$ cat config.mk
export PLATFORM = sky130hd
export DESIGN_NAME = systolic_result_drain
export DESIGN_NICKNAME = d
export VERILOG_FILES = /design/src/rtl/systolic_pkg.sv /design/src/rtl/accum_saturate.sv /design/src/rtl/systolic_result_drain.sv
export SDC_FILE = /design/constraint.sdc
export NUM_CORES = 1
export LEC_CHECK = 0
export CORE_AREA = 5 5 265 267
export CTS_BUF_LIST = sky130_fd_sc_hd__clkbuf_8 sky130_fd_sc_hd__clkbuf_16
export DETAILED_ROUTE_END_ITERATION = 16
export DIE_AREA = 0 0 270 272
export GPL_ROUTABILITY_DRIVEN = 0
export PLACE_DENSITY = 0.67
export SLEW_MARGIN = 15
export SYNTH_ARGS = -nofsm -noshare
export SYNTH_HDL_FRONTEND = slang
export SYNTH_SLANG_ARGS = --single-unit
export TNS_END_PERCENT = 30
$ cat constraint.sdc
create_clock -name clk -period 3.8 [get_ports clk]
set_clock_uncertainty 0.2 [all_clocks]
set_input_delay 0.76 -clock clk [delete_from_list [all_inputs] [get_ports clk]]
set_output_delay 0.76 -clock clk [all_outputs]
set_load 0.05 [all_outputs]
$ cat src/rtl/systolic_pkg.sv
// Shared constants and drain FSM state for the systolic array result path.
package systolic_pkg;
  localparam int N_DEF           = 4;
  localparam int ACCUM_WIDTH_DEF = 40;
  localparam int OUT_WIDTH_DEF   = 32;

  typedef enum logic {IDLE = 1'b0, DRAIN = 1'b1} drain_state_t;
endpackage

$ cat src/rtl/accum_saturate.sv
// Signed clamp of one accumulator down to the streamed result width.
module accum_saturate
  import systolic_pkg::*;
#(
  parameter int ACCUM_WIDTH = ACCUM_WIDTH_DEF,
  parameter int OUT_WIDTH   = OUT_WIDTH_DEF
) (
  input  logic signed [ACCUM_WIDTH-1:0] acc,
  output logic        [OUT_WIDTH-1:0]   res,
  output logic                          sat
);
  localparam logic signed [ACCUM_WIDTH-1:0] MAX_V =
    {{(ACCUM_WIDTH-OUT_WIDTH+1){1'b0}}, {(OUT_WIDTH-1){1'b1}}};
  localparam logic signed [ACCUM_WIDTH-1:0] MIN_V =
    {{(ACCUM_WIDTH-OUT_WIDTH+1){1'b1}}, {(OUT_WIDTH-1){1'b0}}};
  localparam logic [OUT_WIDTH-1:0] OUT_MAX = {1'b0, {(OUT_WIDTH-1){1'b1}}};
  localparam logic [OUT_WIDTH-1:0] OUT_MIN = {1'b1, {(OUT_WIDTH-1){1'b0}}};

  always_comb begin
    res = acc[OUT_WIDTH-1:0];
    sat = 1'b0;
    if (acc > MAX_V) begin
      res = OUT_MAX;
      sat = 1'b1;
    end else if (acc < MIN_V) begin
      res = OUT_MIN;
      sat = 1'b1;
    end
  end
endmodule

$ cat src/rtl/systolic_result_drain.sv
// Snapshots the NxN accumulator array on capture and streams it row-major
// as saturated beats over a valid/ready interface.
module systolic_result_drain
  import systolic_pkg::*;
#(
  parameter int N           = N_DEF,
  parameter int ACCUM_WIDTH = ACCUM_WIDTH_DEF,
  parameter int OUT_WIDTH   = OUT_WIDTH_DEF
) (
  input  logic                           clk,
  input  logic                           reset,
  input  logic [N*N*ACCUM_WIDTH-1:0]     result_c_flat,
  input  logic                           capture,
  output logic                           capture_ready,
  output logic                           pe_clear,
  output logic                           out_valid,
  input  logic                           out_ready,
  output logic [OUT_WIDTH-1:0]           out_data,
  output logic [$clog2(N)-1:0]           out_row,
  output logic [$clog2(N)-1:0]           out_col,
  output logic                           out_last,
  output logic                           out_sat,
  output logic                           overrun
);
  localparam int NN    = N * N;
  localparam int RC_W  = $clog2(N);
  localparam int IDX_W = $clog2(NN);
  localparam logic [RC_W-1:0] RC_LAST = RC_W'(N - 1);

  drain_state_t                  state, state_nxt;
  logic [NN-1:0][OUT_WIDTH-1:0]  lane_res, snap_data;
  logic [NN-1:0]                 lane_sat, snap_sat;
  logic [RC_W-1:0]               row, col;
  logic [IDX_W-1:0]              idx;
  logic                          take, beat, at_last;

  // Saturate every lane at capture so the snapshot holds only OUT_WIDTH+1 bits per element.
  for (genvar e = 0; e < NN; e++) begin : g_lane
    accum_saturate #(
      .ACCUM_WIDTH(ACCUM_WIDTH),
      .OUT_WIDTH  (OUT_WIDTH)
    ) u_sat (
      .acc(result_c_flat[e*ACCUM_WIDTH +: ACCUM_WIDTH]),
      .res(lane_res[e]),
      .sat(lane_sat[e])
    );
  end

  assign capture_ready = (state == IDLE);
  assign out_valid     = (state == DRAIN);
  assign take          = capture && capture_ready;
  assign beat          = out_valid && out_ready;
  assign at_last       = (row == RC_LAST) && (col == RC_LAST);
  assign idx           = IDX_W'(row) * IDX_W'(N) + IDX_W'(col);

  assign out_row  = row;
  assign out_col  = col;
  assign out_last = out_valid && at_last;
  assign out_data = out_valid ? snap_data[idx] : '0;
  assign out_sat  = out_valid && snap_sat[idx];

  always_ff @(posedge clk) begin
    if (!reset) state <= IDLE;
    else        state <= state_nxt;
  end

  always_comb begin
    state_nxt = state;
    case (state)
      IDLE:  if (take)              state_nxt = DRAIN;
      DRAIN: if (beat && at_last)   state_nxt = IDLE;
    endcase
  end

  always_ff @(posedge clk) begin
    if (!reset) begin
      snap_data <= '0;
      snap_sat  <= '0;
      row       <= '0;
      col       <= '0;
      pe_clear  <= 1'b0;
      overrun   <= 1'b0;
    end else begin
      pe_clear <= take;
      if (capture && !capture_ready) overrun <= 1'b1;
      if (take) begin
        snap_data <= lane_res;
        snap_sat  <= lane_sat;
        row       <= '0;
        col       <= '0;
      end else if (beat) begin
        // Coordinates wrap to (0,0) after the last beat.
        if (col == RC_LAST) begin
          col <= '0;
          row <= at_last ? '0 : row + 1'b1;
        end else begin
          col <= col + 1'b1;
        end
      end
    end
  end
endmodule

======== Word level (Yosys, flattened, before mapping) ========
Cells that the tools add are included.
word-level totals
  register bits after elaboration ......... 535
  latch bits .............................. 0
  RAM bits ................................ 0
  bits in read-only memories .............. 0
  bits of input ports ..................... 644
  output and inout bits ................... 42
  word-level logic and storage cells ...... 145
  memories ................................ 0
cells by class
  $add $sub $neg .......................... 3
  multiply operators ...................... 0
  div/mod/pow operators ................... 0
  order comparisons ....................... 33
  eq/ne operators ......................... 2
  shifts and indexed selects .............. 0
  multiplexer cells ....................... 74
  bitwise operators ....................... 2
  reductions and logical operators ........ 9
operator list
  cell                  count
  $mux 32               34
  $gt 40x32->1 const B  16
  $lt 40x32->1 const B  16
  $bmux 32 s4           1
  $mux 1                35
  $logic_and 1x1->1     7
  $lt 4x5->1 const B    1
  $add 2x1->2 const B   2
  $add 4x2->4           1
  $bmux 1 s4            1
  $eq 2x2->1 const B    2
  $mux 2                2
  $not 1->1             2
  $pmux 1 s2            1
  $reduce_and 2->1      1
  $reduce_or 2->1       1

======== Logic depth before layout (Yosys ltp) ========
Gate-level depths: netlist of run 1.
  depth in word-level cells ............... 5
  gate-level depth with buffers ........... 8
  gate-level depth less buffers ........... 5

======== Hierarchy ========
From an unflattened synthesis of run 1, not the netlist that was laid out.
second synthesis, totals
  cell total of the unflattened synthesis .. 3013
  area, all modules ....................... 31428.9 µm²
modules (own cells, without submodules)
  module                 instances  cells an instance  area an instance (µm²)  seq. area each (µm²)
  systolic_result_drain  1          1717               20918.8                 10710.3
  accum_saturate         16         81                 656.9                   0.0

======== Worst setup path after synthesis of run 1 ========
Ideal clock, no wire load.
  path kind ............................... register to output
  start ................................... reg col[1], in the netlist out_col[1]
  end ..................................... out out_data[28]
  arrival time ............................ 2704 ps
  data required time ...................... 2840 ps
  path slack .............................. 136 ps
  stages on the path, launching flop included .. 6
  path buffers ............................ 3
  cell sequence ........................... dfxtp_1 -> buf_2 -> clkbuf_1 -> clkbuf_1 -> mux2i_1 -> o21ai_0
on the way
  cells in the longest elaborated chain, start to end .. 4
RTL lines
  what                           RTL line                     text
  start: declaration             systolic_result_drain.sv:33  logic [RC_W-1:0] row, col;
  start signal: assignment       systolic_result_drain.sv:97  col <= col + 1'b1;
  $add 4x2->4                    systolic_result_drain.sv:54  assign idx = IDX_W'(row) * IDX_W'(N) + IDX_W'(col);
  $bmux 32 s4                    systolic_result_drain.sv:59  assign out_data = out_valid ? snap_data[idx] : '0;
  $mux 32 (implied by the code)  systolic_result_drain.sv:59
  $mux 32                        systolic_result_drain.sv:59
  end: declaration               systolic_result_drain.sv:18  output logic [OUT_WIDTH-1:0] out_data,
Every way passes these cells. The select of a mux whose other input is x is not followed.

======== Worst setup path after layout of run 1 ========
  start ................................... reg col[0], in the netlist out_col[0]
  end ..................................... out out_data[11]
Same word-level chain as after synthesis.

==> run summary, run 1 <==
Setup violations remaining at the end of the flow were counted as 0. The post-synthesis area per instance came out at 11.5 um2. Measured along the x axis, the die boundary spans 270 um.

The longest individual stage delay on the worst path was 0.53 ns; the aggregate global-route resource usage was 25.2%. Nature of the critical path startpoint: a register. In the final layout, the multi-input gates occupy 10600 um2. Count of cell types in the netlist: 38. The cell repeated most along the worst path was buf_4. Among all stages on the critical path, the largest delay is contributed by o211ai_1. The standby leakage power is 0.0118 uW. The signed area change from the synthesized netlist to the final layout came out at 44.0%. Setup repair after global routing could not meet its margin everywhere.

The logs give 3206 for the layout net count and 98.5 mm for the final wirelength. After Yosys synthesis, full adders, half adders and majority gates account for 0.112% of the synthesized area. The synthesized design contains 0 enable-type register cells. The number of cells on the worst reg-to-reg path is 5. Of the total power, the share spent switching nets is 24.8%. Number of input and output port buffers inserted: 685.

Combinational cells account for 15.2% of the total power. The transition time of the tightest slew-check pin is 0.918 ns. By area, the combinational part of the netlist is dominated by compound AO/OA/AOI/OAI gates. In the synthesized netlist, the number of instances is 1951.

The critical path class was reg2out. The synthesized netlist devotes 0% of its cell area to XOR and XNOR gates. The cell area that synthesis handed to floorplanning was 22400 um2. The run finished with clean final reports. The total count of hold-check failures in the final report is 0, and the wire length of the first global-routing pass is 142 mm. In this run the core area contains 96 standard-cell rows. For this run the aggregate overflow at the end of global routing stands at 0. For this block, the via count after detailed routing is 21242. The number of hold buffers added after CTS was 0. TritonCTS built the clock tree.

The die covers 73400 um2. At the worst endpoint, the required time is 2.84 ns. Counting every net in the synthesized netlist gives 2597.

The tool flagged a number of max-cap violations equal to 0. For this design, the sink count on the clock tree is 535. The routed design could run at a clock period as short as 3.76 ns.

Data on the critical path arrives at its endpoint at 2.80 ns. The count of fill cells added during filler insertion came out at 6045. The yosys synthesis warning count is 0. After detailed routing, the average wire length per cell comes to 28.1 um.

The clock network is responsible for 40.5% of the overall power. Adding up every negative setup slack in the final design gives 0 ns. The detailed router finished its first iteration with 2692 violations. Critical path endpoint category: an output port. The flip-flop and latch count after synthesis is 535, and the reported net switching power is 3560 uW. In this run the biggest area consumer among cell types represents 47.8% of the synthesized area.

The area share of and/or/nand/nor cells after synthesis is 7.25%, and the die height is 272 um. Pin placement for this block handled 686 I/O pins. Counting flops with an async set or reset pin after synthesis yields a share of 0%. Via count normalized by instance count: 6.07.

Internal power comes to 10800 uW. The fraction of layout instances using a drive strength above 1 was 14.3%. Counting instances in the post-synthesis netlist gives the leading cell types as 535 x dfxtp_1, 401 x a221o_1, 163 x o21ai_0. After detailed routing, the number of remaining DRC violations is 0. Across the VDD grid, the largest voltage drop is 0.000388 V. The cell at the root of the clock tree was clkbuf_16. After detailed placement, the design holds a cell count of 3375.

Dividing total power by cell area gives a power density of 445 nW/um2. TritonCTS created 57 clock buffers. The CTS H-tree depth was 2; the number of global-route vias before repair was 21446. Measured against its own limit, the worst slew margin works out to 38.8%. For the core footprint, the log shows 67900 um2. For this run, the leading register cell type out of synthesis is dfxtp_1. The number of antenna violations at the first check in global routing is 21.

Clock latency reported for the late side of the worst-skew pair: 0.59 ns. The finished layout holds 3502 standard cells, fillers aside. The sequential cell area in the final layout was 10700 um2; the share of cell area taken by muxes after synthesis was 14.4%. The maximum net fanout on the critical path is 6, and the cell depth of the worst hold path is 2. The synthesized netlist devotes 24.6% of its cell area to compound gates.

Walking the worst path, the cells encountered are buf_4 -> buf_12 -> mux4_2 -> o211ai_1 -> nand2_1 -> buf_4. The synthesized design spends more area on one cell type than any other, namely dfxtp_1. The starting utilization of the core area was 33.0%; the number of iterations in the first detailed-routing pass was 6. In this run the deepest clock path goes through 3 buffers. The remaining antenna violation count after routing is 0. The maximum number of pins on one net before global-route repair was 109; the share of synthesized area occupied by flip-flops and latches was 47.8%.

The dominant cell by count in the synthesized netlist was dfxtp_1. The final max-slew violation count is 0. Worst min-delay path class: reg2reg.

The total half-perimeter wirelength after legalization and detailed placement was 71.5 mm. Of the available clock period, the critical path in the final layout requires 98.9%. After clock tree synthesis, the clock-pin slew on the worst setup and hold paths is 0.05 ns. After synthesis, the cell types taking the most area are dfxtp_1 48%, a221o_1 18%, mux4_2 12%, o21ai_0 3.6%, nand2_1 2.3%. Sequential cells burn 44.3% of the power.

Final hold analysis gives a worst-case slack of 0.253 ns. Static timing analysis puts the maximum clock frequency at 266 MHz.
[cells in the final DEF, fill, tap and decap left out, drive strengths merged, types with 51 or more instances in the layout]
cell             n
nand2          140
a221o          401
mux2i           51
o21ai          163
mux4           121
nor2           111
clkdlybuf4s50  652
clkbuf          73
dfxtp          535
buf            119
[routing by layer]
metal	track usage [%]	vias to the layer above	part of all wire (%)
li1	-	9053	-
met1	33.7	10518	40
met4	8.68	10	3.7
met2	40.7	1447	46
met5	0	-	0.057
met3	5.57	214	9.9
[registers in the layout (all words and copies together) (netlist names)]
name	cells
out_col	2
out_row	2
out_valid	1
overrun	1
pe_clear	1
snap_data	512
snap_sat	16
[through the flow]
stage | util [%] | worst slack (ns) | area [um2] | total power, uW
3_3_place_gp | 44.2 | 0.302 | 30000 | 8540
4_1_cts | 47.3 | -0.0258 | 32100 | 14400
5_1_grt | 47.5 | -0.0477 | 32200 | 14800
2_1_floorplan | - | 0.136 | 22400 | 7380
6_report | 47.5 | 0.0432 | 32300 | 14400
3_5_place_dp | 44.2 | 0.265 | 30000 | 8590
[worst max-delay path, delay by kind of cell, from the launching register on]
family | cells | cell delay, ns
simple gates | 1 | 0.19
compound gates | 1 | 0.53
buf+inv | 3 | 0.51
flops | 1 | 0.44
mux | 1 | 0.52
[kinds of logic (layout without fill, tap and decap cells)]
logic type | Yosys count | after routing
adder cells (fa/ha/maj) | 2 | 2
AO/OA/AOI/OAI | 661 | 661
multiplexers | 172 | 172
flip-flops | 535 | 535
AND/OR/NAND/NOR | 355 | 355
buffers and inverters | 226 | 879
other | 0 | 16
[cell type report]
class | instances | area share, %
clock inverter | 30 | 0.942
inverter | 5 | 0.0582
timing repair buffer | 771 | 24.3
clock buffer | 73 | 5.17
multi-input combinational | 1190 | 32.8
tap | 882 | 3.42
sequential | 535 | 33.2
antenna | 16 | 0.124
[power by group through the flow]
| stage | Sequential, uW | Combinational [uW] | Clock [uW] |
|---|---|---|---|
| floorplan | 6350 | 1030 | 0 |
| global placement | 6440 | 2100 | 0 |
| detailed placement | 6460 | 2130 | 0 |
| CTS | 6340 | 2160 | 5890 |
| global route | 6380 | 2300 | 6120 |
| finish | 6360 | 2190 | 5820 |
[worst paths after layout]
path	startpoint	endpoint	slack, ns
max	out_col[0]$_SDFFE_PP0P_	out_data[11]	0.04
min	snap_data[458]$_SDFFE_PN0P_	snap_data[458]$_SDFFE_PN0P_	0.25
max reg2reg	out_valid$_SDFF_PN0_	snap_data[251]$_SDFFE_PN0P_	1.50
min reg2reg	snap_data[458]$_SDFFE_PN0P_	snap_data[458]$_SDFFE_PN0P_	0.25
[what timing repair did]
action / CTS / global route
pin swaps: 1 / 3
endpoints found under the setup margin: 27 / 22
cloned: 1 / 0
gates resized for setup: 22 / 15
buffers inserted: 4 / 3
hold endpoints to repair: 0 / 0
No activity file was read; power rests on OpenSTA's default activity.
==> run 2: changes to the inputs <==
--- a/config.mk
+++ b/config.mk
@@ -10,6 +10,7 @@
 export DETAILED_ROUTE_END_ITERATION = 16
 export DIE_AREA = 0 0 270 272
 export GPL_ROUTABILITY_DRIVEN = 0
+export HOLD_SLACK_MARGIN = 0.02
 export PLACE_DENSITY = 0.67
 export SLEW_MARGIN = 15
 export SYNTH_ARGS = -nofsm -noshare
==> results of run 2 <==
No change in the layout: final DEF, timing and power equal those of run 1.
